File: src/rtl/reset_pkg.sv
// Shared types and helpers for the reset sequencer slice.
package reset_pkg;

  typedef enum logic [1:0] {
    HOLD,
    STRETCH,
    RELEASE,
    RUN
  } rseq_state_t;

  localparam int unsigned CAUSE_POR = 0;
  localparam int unsigned CAUSE_EXT = 1;

  function automatic logic maj3(input logic [2:0] v);
    return (v[0] & v[1]) | (v[0] & v[2]) | (v[1] & v[2]);
  endfunction

endpackage

File: src/rtl/reset_sync3.sv
// 3-bit two-flop synchronizer; both stages preset to 1 by the block reset.
module reset_sync3 (
  input  logic       clk,
  input  logic       rst,
  input  logic [2:0] d,
  output logic [2:0] q
);

  logic [2:0] meta;

  always_ff @(posedge clk or posedge rst) begin
    if (rst) begin
      meta <= '1;
      q    <= '1;
    end else begin
      meta <= d;
      q    <= meta;
    end
  end

endmodule

File: src/rtl/reset_sequencer.sv
// Votes TMR reset requests, stretches them, and releases domain resets in index order.
// Optional TMR disagreement monitor: define RESET_SEQ_MISMATCH_EN.
module reset_sequencer
  import reset_pkg::*;
#(
  parameter int unsigned NDOM     = 4,
  parameter int unsigned MIN_HOLD = 16,
  parameter int unsigned STEP     = 8
) (
  input  logic            clk,
  input  logic            rst,
  input  logic [2:0]      rst_req,
  input  logic [2:0]      por_status,
  input  logic            sw_rst,
  input  logic            cause_clr,
  output logic [NDOM-1:0] domain_rst,
  output logic            seq_done,
  output logic [1:0]      rst_cause,
  output logic            mismatch
);

  localparam int unsigned CNT_MAX = (MIN_HOLD > STEP) ? MIN_HOLD : STEP;
  localparam int unsigned CW      = $clog2(CNT_MAX);
  localparam int unsigned IW      = (NDOM > 1) ? $clog2(NDOM) : 1;

  logic [2:0] reqSync;
  logic [2:0] porSync;
  logic       reqV;
  logic       porV;
  logic       anyReq;

  rseq_state_t     state, stateNext;
  logic [CW-1:0]   cnt, cntNext;
  logic [IW-1:0]   idx, idxNext;
  logic [NDOM-1:0] domRst, domRstNext;
  logic            seqDone, seqDoneNext;
  logic [1:0]      cause, causeNext;

  reset_sync3 uReqSync (
    .clk (clk),
    .rst (rst),
    .d   (rst_req),
    .q   (reqSync)
  );

  reset_sync3 uPorSync (
    .clk (clk),
    .rst (rst),
    .d   (por_status),
    .q   (porSync)
  );

  assign reqV   = maj3(reqSync);
  assign porV   = maj3(porSync);
  assign anyReq = reqV | porV | sw_rst;

  always_ff @(posedge clk or posedge rst) begin
    if (rst) begin
      state   <= HOLD;
      cnt     <= '0;
      idx     <= '0;
      domRst  <= '1;
      seqDone <= 1'b0;
      cause   <= 2'b01;
    end else begin
      state   <= stateNext;
      cnt     <= cntNext;
      idx     <= idxNext;
      domRst  <= domRstNext;
      seqDone <= seqDoneNext;
      cause   <= causeNext;
    end
  end

  always_comb begin
    stateNext   = state;
    cntNext     = cnt;
    idxNext     = idx;
    domRstNext  = domRst;
    seqDoneNext = seqDone;

    if (anyReq) begin
      // Assertion is immediate from any state; the counter is preloaded for the stretch.
      stateNext   = HOLD;
      cntNext     = CW'(MIN_HOLD - 1);
      idxNext     = '0;
      domRstNext  = '1;
      seqDoneNext = 1'b0;
    end else begin
      case (state)
        HOLD: begin
          stateNext = STRETCH;
          cntNext   = CW'(MIN_HOLD - 1);
        end
        STRETCH: begin
          // The HOLD exit edge is the first quiet cycle, so the stretch ends at a count of 1.
          if (cnt <= CW'(1)) begin
            idxNext       = '0;
            domRstNext    = '1;
            domRstNext[0] = 1'b0;
            if (NDOM == 1) begin
              stateNext   = RUN;
              seqDoneNext = 1'b1;
            end else begin
              stateNext = RELEASE;
              cntNext   = CW'(STEP - 1);
            end
          end else begin
            cntNext = cnt - CW'(1);
          end
        end
        RELEASE: begin
          if (cnt == '0) begin
            if (idx < IW'(NDOM - 1)) begin
              idxNext = idx + IW'(1);
            end
            for (int unsigned k = 0; k < NDOM; k++) begin
              if (k <= 32'(idxNext)) begin
                domRstNext[k] = 1'b0;
              end
            end
            if (idxNext == IW'(NDOM - 1)) begin
              stateNext   = RUN;
              seqDoneNext = 1'b1;
            end else begin
              cntNext = CW'(STEP - 1);
            end
          end else begin
            cntNext = cnt - CW'(1);
          end
        end
        RUN: begin
          domRstNext  = '0;
          seqDoneNext = 1'b1;
        end
        default: begin
          stateNext  = HOLD;
          domRstNext = '1;
        end
      endcase
    end
  end

  // A cause that fires in the same cycle as cause_clr survives the clear.
  always_comb begin
    causeNext = cause_clr ? 2'b00 : cause;
    if (porV) begin
      causeNext[CAUSE_POR] = 1'b1;
    end
    if (reqV | sw_rst) begin
      causeNext[CAUSE_EXT] = 1'b1;
    end
  end

  assign domain_rst = domRst;
  assign seq_done   = seqDone;
  assign rst_cause  = cause;

`ifdef RESET_SEQ_MISMATCH_EN
  logic disagree;
  logic disPrev;
  logic mismatchQ;

  assign disagree = ((reqSync != 3'b000) && (reqSync != 3'b111)) ||
                    ((porSync != 3'b000) && (porSync != 3'b111));

  always_ff @(posedge clk or posedge rst) begin
    if (rst) begin
      disPrev   <= 1'b0;
      mismatchQ <= 1'b0;
    end else begin
      disPrev <= disagree;
      if (disagree && disPrev) begin
        mismatchQ <= 1'b1;
      end else if (cause_clr) begin
        mismatchQ <= 1'b0;
      end
    end
  end

  assign mismatch = mismatchQ;
`else
  assign mismatch = 1'b0;
`endif

endmodule

File: config.mk
export PLATFORM = sky130hd
export DESIGN_NAME = reset_sequencer
export DESIGN_NICKNAME = d
export VERILOG_FILES = /design/src/rtl/reset_pkg.sv /design/src/rtl/reset_sync3.sv /design/src/rtl/reset_sequencer.sv
export SDC_FILE = /design/constraint.sdc
export NUM_CORES = 1
export LEC_CHECK = 0
export ABC_AREA = 0
export CORE_MARGIN = 2
export CORE_UTILIZATION = 55
export CTS_CLUSTER_DIAMETER = 150
export CTS_CLUSTER_SIZE = 25
export DETAILED_ROUTE_END_ITERATION = 6
export GPL_ROUTABILITY_DRIVEN = 0
export PLACE_DENSITY_LB_ADDON = 0.3
export SLEW_MARGIN = 25
export SYNTH_ARGS = -nofsm -noshare
export SYNTH_HDL_FRONTEND = slang
export SYNTH_HIERARCHICAL = 1
export SYNTH_SLANG_ARGS = --single-unit
File: constraint.sdc
create_clock -name clk -period 4.6 [get_ports clk]
set_clock_uncertainty 0.1 [all_clocks]
set_input_delay 0.46 -clock clk [delete_from_list [all_inputs] [get_ports clk]]
set_output_delay 0.46 -clock clk [all_outputs]
set_load 0.03 [all_outputs]
Word level (Yosys, flattened, before mapping)
Index checks and enable logic that the tools add are counted.
Widths: inputs -> output; s select.
Operators by class
  add/sub/neg operators: 2
  $lt $le $gt $ge: 5
  equality and inequality tests: 11
  mux-type cells: 32
  bitwise gates (word level): 13
  reduce and logical (&&, ||, !) cells: 16
Operators with widths (count)
  $mux 4: 7
  $mux 2: 12
  $pmux 4 s3: 2
  $ne 3x3->1 const B: 6
  $reduce_and 4->1: 4
  $reduce_and 3->1: 3
  $mux 1: 8
  $reduce_bool 4->1: 2
  $or 1x1->1: 7
  $and 1x1->1: 6
  $eq 2x2->1 const B: 3
  $pmux 2 s3: 1
  $reduce_bool 3->1: 2
  $le 2x2->1 const A: 2
  $le 4x1->1 const B: 1
  $logic_not 4->1: 1
  $ne 4x4->1 const B: 1
  $pmux 2 s2: 1
  $reduce_bool 2->1: 2
  $sub 4x1->4 const B: 1
  $add 2x1->2 const B: 1
  $eq 2x1->1 const B: 1
  $le 1x2->1 const A: 1
  $logic_not 2->1: 1
  other kinds (3): 3
Word-level totals
  register bits after elaboration: 27
  output and inout bits: 8
  word-level logic and storage cells: 93

Longest topological paths before layout
Gate-level depths: netlist of run 1.
  depth after elaboration: 11
  mapped depth: 7
  gate-level depth less buffers: 7

By module
Netlist of run 1, hierarchy kept.
Modules (own cells, without submodules)
  reset_sequencer: times used 1, cells each 99, area an instance 924.6 sq um
  reset_sync3: times used 2, cells each 7, area an instance 161.4 sq um

Least setup slack after synthesis of run 1
OpenSTA, ideal clock, no wires.
  path type: reg-to-reg
  start: reg state[0]
  end: reg cnt[3]
  library setup time: 0.121 ns
  arrival: 1.562 ns
  required time: 4.379 ns
  setup slack: 2.817 ns
  cell stages (with the launch flop): 8
  clock period less this slack: 1.783 ns
  path through: dfrtp_1 inv_1 ha_1 clkbuf_1 nor3_1 o21ai_2 o21ai_0 a22o_1
On the way
  longest elaborated chain between the ends: 3
  elaborated cells between the ends (all ways): 8
RTL lines
  from (decl): line reset_sequencer.sv:32  | rseq_state_t state, stateNext;
  from (signal assigned): line reset_sequencer.sv:66  | state <= stateNext;
  $eq 2x2->1, or another cell as far along: line reset_sequencer.sv:90  | case (state)
  $pmux 4 s3, or another cell as far along: line reset_sequencer.sv:90
  $mux 4 / $reduce_and 2->1 (equally long branches)
  to (signal assigned): line reset_sequencer.sv:67  | cnt <= cntNext;
  to (decl): line reset_sequencer.sv:33  | logic [CW-1:0] cnt, cntNext;
Parallel ways exist; a longest one is shown, timed or not.
A chain may end at the register's enable or synchronous reset.

Worst setup path after layout of run 1
  start: reg domRst[1] (netlist: domain_rst[1])
  end: out domain_rst[1]
RTL lines
  from (decl): line reset_sequencer.sv:35  | logic [NDOM-1:0] domRst, domRstNext;
  from (signal assigned): line reset_sequencer.sv:69  | domRst <= domRstNext;
  to (decl): line reset_sequencer.sv:16  | output logic [NDOM-1:0] domain_rst,
No word-level cell between the ends.

==> results of run 1 <==
metal layers:
metal	GRT usage, %	share of wire [%]	vias to the layer above
li1	-	-	424
met2	29.27	48	34
met1	23.71	45	418
met3	3.448	5.5	4
met4	7.895	1.4	0
met5	0	0	-
cells by family (layout without fill, tap and decap cells):
family	after synthesis	count (layout)	share of synthesized area (%)
AOI/OAI and AO/OA	33	33	17.75
and+or+nand+nor	29	29	12.14
DFF	27	27	55.87
buffers and inverters	14	31	5.115
adders and majority gates	8	8	8.024
other	1	1	0.3006
muxes	1	1	0.8024
final cells by class:
| type | instances | area (sq um) |
|---|---|---|
| sequential | 27 | 696.9 |
| timing repair buffer | 16 | 160.2 |
| clock buffer | 3 | 22.52 |
| tap | 28 | 35.03 |
| fill | 170 | 718.2 |
| multi-input combinational | 72 | 486.7 |
| inverter | 11 | 41.29 |
| clock inverter | 1 | 8.758 |
Yosys cell counts, types with 2 or more instances:
cell      number
a22o_1         2
dfrtp_1       10
a21oi_1        3
inv_1         11
a31oi_1        2
ha_1           6
o311ai_0       2
nand2_1        7
nor3_1         4
a21o_1         4
dfstp_2       17
nor2b_1        4
o21ai_0        9
o21ai_1        2
nor2_1         8
worst paths after layout:
| kind | startpoint | endpoint | cells after the start |
|---|---|---|---|
| max reg2reg | state[0] | domain_rst[3] | 7 |
| min reg2reg | uReqSync/meta[2] | uReqSync/q[2] | 0 |
| max | domain_rst[1] | domain_rst[1] | 1 |
| min | uReqSync/meta[2] | uReqSync/q[2] | 0 |
| max in group asynchronous | rst | domain_rst[3] | 2 |
| min in group asynchronous | rst | idx[0] | 2 |
registers in the layout, summed over array words and instances (netlist names):
register and flops:
uPorSync/q 3, state 2, idx 2, uReqSync/meta 3, rst_cause 2, seq_done 1, cnt 4, domain_rst 4
uPorSync/meta 3, uReqSync/q 3
stage by stage:
step	power (mW)	util (%)	setup WS (ns)	hold slack, ns
floorplan	0.2830	-	2.817	0.2452
global placement	0.2958	65.46	2.448	0.2456
detailed placement	0.2977	65.46	2.416	0.2468
CTS	0.4066	66.90	2.452	0.2522
global route	0.4222	66.90	2.328	0.2605
finish	0.4012	66.90	2.466	0.2576
power breakdown:
part	leakage (nW)	internal, mW	switching, mW
Combinational	0.294	0.0176	0.0217
Sequential	0.293	0.250	0.00377
Clock	0.0183	0.0355	0.0721
Total	0.606	0.303	0.0977
worst reg2reg max path, stage by stage (launching register included):
cell	delay, ns
dfrtp_1	0.42
inv_1	0.10
ha_1	0.38
nor2b_1	0.13
o221ai_1	0.32
a21boi_1	0.31
o21ai_0	0.11
o311ai_0	0.12
==> metrics.yaml, run 1 <==
layout:
  final_common_cell: "dfstp_2"
  drive_gt1_share_pct: 21.54
  finish.instance_area_sq_mm: 0.001451
  areaGrowthSynthToFinish_pct: 16.35
  finalNonFillerCells: 158
  final_cell_mix: "dfstp_2 (17), clkdlybuf4s50_1 (16), inv_1 (11)"
  antennaDiodeCount: 0
  layout.nets: 147
global_routing:
  grt.overflow.total: 0
  grt_max_degree: 18
  grt_pass1_wl_um: 3408
  antenna_found_initial: 0
  grt_usage_pct: 18.09
  first_global_vias: 756
setup_path:
  critPathBufInv: 1
  rrSetupSlack_ns: 2.50
  cp_slowest_cell: "clkdlybuf4s50_1"
  cp_data_required_time_ns: 4.04
  path_cells: "clkdlybuf4s50_1"
  crit_type: "reg2out"
  setup.worst_path.start_class: "flip-flop"
  critical_path.top_delay_family: "buffers and inverters"
  cp-end-kind: "primary output"
  cp_max_fo: 3
  worstPathArrival_ns: 1.57
  slowest_delay_ns: 0.66
floorplanning:
  die_w_um: 51.63
  die_area_sq_mm: 0.002665
  core_sq_mm: 0.002170
  die_y_um: 51.63
  start_util_pct: 57.50
  rows: 17
  io_pins: 18
route:
  dr_total_vias: 880
  vias_per_cell: 5.570
  routed_wl_um: 2105
  drt_pass1_iterations: 4
  ant_nets: 0
  post-route-drc-count: 0
  wl_per_cell_um: 13.32
  detail_route.iter0.violations: 22
clock_tree:
  cts.repair.resized: 0
  cts_num_sinks: 27
  cts_tree: "built"
  cts-root-buf: "clkbuf_4"
  ctsLongestPathBuffers: 2
  hold_buffers: 0
  cts_made_buffers: 3
  clk_latency_ns: 0.33
  clkTransAtPathRegs_ns: 0.15
  post-cts-setup-buffers: 0
  h-tree-depth: 1
logic_synthesis:
  ys_ff_latch: 27
  synthesis.area_sq_mm: 0.001247
  avgSynthCellArea_sq_um: 11.04
  synth_top_cell_by_area: "dfstp_2"
  yosysTopAreaCellShare_pct: 35.81
  ys_seq_area_share_pct: 55.87
  synth-main-ff-cell: "dfstp_2"
  syn_nets: 129
  synth_edf_count: 0
  synth-async-reset-ratio_pct: 100.0
  yosys_warnings: 6
  synth_area_leaders: "dfstp_2 (36%), dfrtp_1 (20%), ha_1 (6.0%)"
  synth_cell_types: 37
  synthCells: 113
sta:
  post-route-min-period_ns: 2.134
  rsz0062_at_grt: "false"
  period_share_pct: 46.39
  hold_viol_final: 0
  setup_tns_ns: 0
  fmax_mhz: 468.6
  setup_viol: 0
  tightest_slew_ns: 0.5711
  drv_slew: 0
  max_slew_margin_pct: 61.89
power:
  p_leak_nw: 0.6057
  ir_drop_uv: 231.7
  power_density_mw_per_mm2: 276.4
placed_design:
  dp_hpwl_um: 1603
  dp_cells: 154
  io_buffers: 16
  place_area_sq_mm: 0.001420
outcome:
  status: "finished clean"
run:
  max-cap-violations: 0
worst_hold_path:
  worst_hold_path_type: "reg2reg"
Power figures use the tool's default switching activity.
==> inputs of run 2 (changes only) <==
--- a/config.mk
+++ b/config.mk
@@ -7,7 +7,7 @@
 export LEC_CHECK = 0
 export ABC_AREA = 0
 export CORE_MARGIN = 2
-export CORE_UTILIZATION = 55
+export CORE_UTILIZATION = 47
 export CTS_CLUSTER_DIAMETER = 150
 export CTS_CLUSTER_SIZE = 25
 export DETAILED_ROUTE_END_ITERATION = 6
==> constraint.sdc (replaced) <==
create_clock -name clk -period 1.8 [get_ports clk]
set_clock_uncertainty 0.1 [all_clocks]
set_input_delay 0.18 -clock clk [delete_from_list [all_inputs] [get_ports clk]]
set_output_delay 0.18 -clock clk [all_outputs]
set_load 0.03 [all_outputs]
==> run 2 against run 1 <==
Effect of this change:
- combinational power grew to 3.1 times the previous value
- power grew to 2.6 times the previous value
- global-route usage shrank 0.93 points
- register-to-register slack lost 2.5 ns
- final area grew 11%
- critical endpoint is now cnt[1]
==> metrics.yaml, run 2 (synthesis results as in run 1) <==
outcome:
  status: "finished clean"  # unchanged
route:
  detail_route.iter0.violations: 24  # was 22
  routed_wl_um: 2637  # was 2105 um
  post-route-drc-count: 0  # unchanged
  wl_per_cell_um: 14.90  # was 13.32 um
  drt_pass1_iterations: 4  # unchanged
  vias_per_cell: 5.441  # was 5.570
  dr_total_vias: 963  # was 880
  ant_nets: 0  # unchanged
layout:
  final_cell_mix: "dfstp_2 (17), buf_4 (17), inv_1 (11), clkdlybuf4s50_1 (11), dfrtp_1 (10)"  # was dfstp_2 (17), clkdlybuf4s50_1 (16), inv_1 (11)
  layout.nets: 164  # was 147
  finalNonFillerCells: 177  # was 158
  areaGrowthSynthToFinish_pct: 28.69  # was 16.35%
  multi_input_area_sq_um: 519.2  # was 486.7 sq um
  antennaDiodeCount: 0  # unchanged
  drive_gt1_share_pct: 35.37  # was 21.54%
  nFillCells: 189  # was 170
  finish.instance_area_sq_mm: 0.001605  # was 0.001451 sq mm
  finish.utilization_pct: 64.21  # was 66.90%
  regArea_sq_um: 696.9  # unchanged
placed_design:
  io_buffers: 16  # unchanged
  dp_cells: 170  # was 154
  dp_hpwl_um: 1923  # was 1603 um
  dpl_worst_slack_ns: -0.04524  # was 2.416 ns
  place_area_sq_mm: 0.001528  # was 0.001420 sq mm
global_routing:
  grt_max_degree: 17  # was 18
  gr-usage-met3_pct: 2.108  # was 3.448%
  use_met2_pct: 31.46  # was 29.27%
  busiest_layer: "met2"  # unchanged
  grt_pass1_wl_um: 4174  # was 3408 um
  grt.overflow.total: 0  # unchanged
  first_global_vias: 960  # was 756
  grt_usage_pct: 17.16  # was 18.09%
  antenna_found_initial: 0  # unchanged
  use_met1_pct: 20.06  # was 23.71%
sta:
  rsz0062_at_grt: "true"  # was false
  drv_slew: 0  # unchanged
  period_share_pct: 97.38
  hold_viol_final: 0  # unchanged
  hold_ws_ns: 0.1345  # was 0.2576 ns
  tightest_slew_ns: 0.5991  # was 0.5711 ns
  setup_tns_ns: 0  # unchanged
  max_slew_margin_pct: 60.02  # was 61.89%
  fmax_mhz: 570.5
  post-route-min-period_ns: 1.753
  setup_viol: 0  # unchanged
  layout_setup_ws_ns: 0.04715  # was 2.466 ns
clock_tree:
  cts_tree: "built"  # unchanged
  ctsLongestPathBuffers: 2  # unchanged
  hold_buffers: 0  # unchanged
  cts_num_sinks: 27  # unchanged
  cts-root-buf: "clkbuf_4"  # unchanged
  clkTransAtPathRegs_ns: 0.15  # about the same
  clk_latency_ns: 0.32  # was 0.33 ns
  h-tree-depth: 1  # unchanged
  cts_made_buffers: 3  # unchanged
setup_path:
  cp_data_required_time_ns: 1.91  # was 4.04 ns
  cp.depth: 7  # was 1
  worstRegToRegCells: 7  # unchanged
  path_cells: "maj3_4 -> nor3_4 -> buf_4 -> o21ai_4 -> buf_4 -> nor2_1 -> a31oi_1"  # was clkdlybuf4s50_1
  cp_max_fo: 5  # was 3
  cp-end-kind: "flip-flop"  # was primary output
  critPathBufInv: 2  # was 1
  timing.critical_path.mode_cell: "buf_4"
  crit_type: "reg2reg"  # was reg2out
  cp_slowest_cell: "dfstp_2"  # was clkdlybuf4s50_1
  worstPathArrival_ns: 1.86  # was 1.57 ns
  critical_path.top_delay_family: "flip-flops"  # was buffers and inverters
  slowest_delay_ns: 0.40  # was 0.66 ns
  setup.worst_path.start_class: "flip-flop"  # unchanged
power:
  ir_drop_uv: 567.5  # was 231.7 uV
  p_leak_nw: 0.6738  # was 0.6057 nW
  power_density_mw_per_mm2: 646.5  # was 276.4 mW/mm^2
  finalPower_mw: 1.038  # was 0.4012 mW
floorplanning:
  rows: 18  # was 17
  die_area_sq_mm: 0.003082  # was 0.002665 sq mm
  die_w_um: 55.52  # was 51.63 um
  io_pins: 18  # unchanged
  core_sq_mm: 0.002500  # was 0.002170 sq mm
  die_y_um: 55.52  # was 51.63 um
  start_util_pct: 49.90  # was 57.50%
run:
  max-cap-violations: 0  # unchanged
worst_hold_path:
  worst_hold_path_type: "in2reg"  # was reg2reg
  holdPathStages: 1  # was 0
==> run 2: layout make-up <==
| type | count | share of cell area (%) |
|---|---|---|
| multi-input combinational | 72 | 32.35 |
| clock buffer | 3 | 1.403 |
| clock inverter | 1 | 0.3897 |
| sequential | 27 | 43.41 |
| timing repair buffer | 33 | 17.54 |
| inverter | 11 | 2.572 |
| tap | 30 | 2.338 |
==> run 2: worst paths after layout <==
path                       slack, ns        startpoint               end
max in group asynchronous       1.05               rst          seq_done
max reg2reg                     0.05     uPorSync/q[1]            cnt[1]
max                             0.05     uPorSync/q[1]            cnt[1]
min                             0.13        rst_req[2]  uReqSync/meta[2]
min reg2reg                     0.26  uReqSync/meta[1]     uReqSync/q[1]
min in group asynchronous       0.16               rst            idx[0]
==> run 2: routing by layer <==
layer / up-vias / routed length [um]
met2: 38 / 1403
met5: - / 0
met1: 461 / 1052
met4: 0 / 41
met3: 6 / 139
li1: 458 / -
==> run 2: worst register-to-register path, delay by kind of cell (launching register included) <==
family / cells / cell delay (ns)
AO/OA/AOI/OAI: 2 / 0.13
adder cells (fa/ha/maj): 1 / 0.34
buffers and inverters: 2 / 0.32
flip-flops: 1 / 0.40
AND/OR/NAND/NOR: 2 / 0.35
==> run 2: timing repair <==
action,4_1_cts,5_1_grt
pin swaps,0,3
cloned,0,0
setup endpoints to repair,7,10
resized for setup,7,8
setup buffers,0,3
==> run 2: where the power goes <==
group / switching, mW / leakage, nW / internal, mW / total, mW
Sequential: 0.00939 / 0.293 / 0.640 / 0.649
Combinational: 0.0639 / 0.362 / 0.0586 / 0.122
Clock: 0.179 / 0.0183 / 0.0865 / 0.266
Total: 0.253 / 0.674 / 0.785 / 1.04
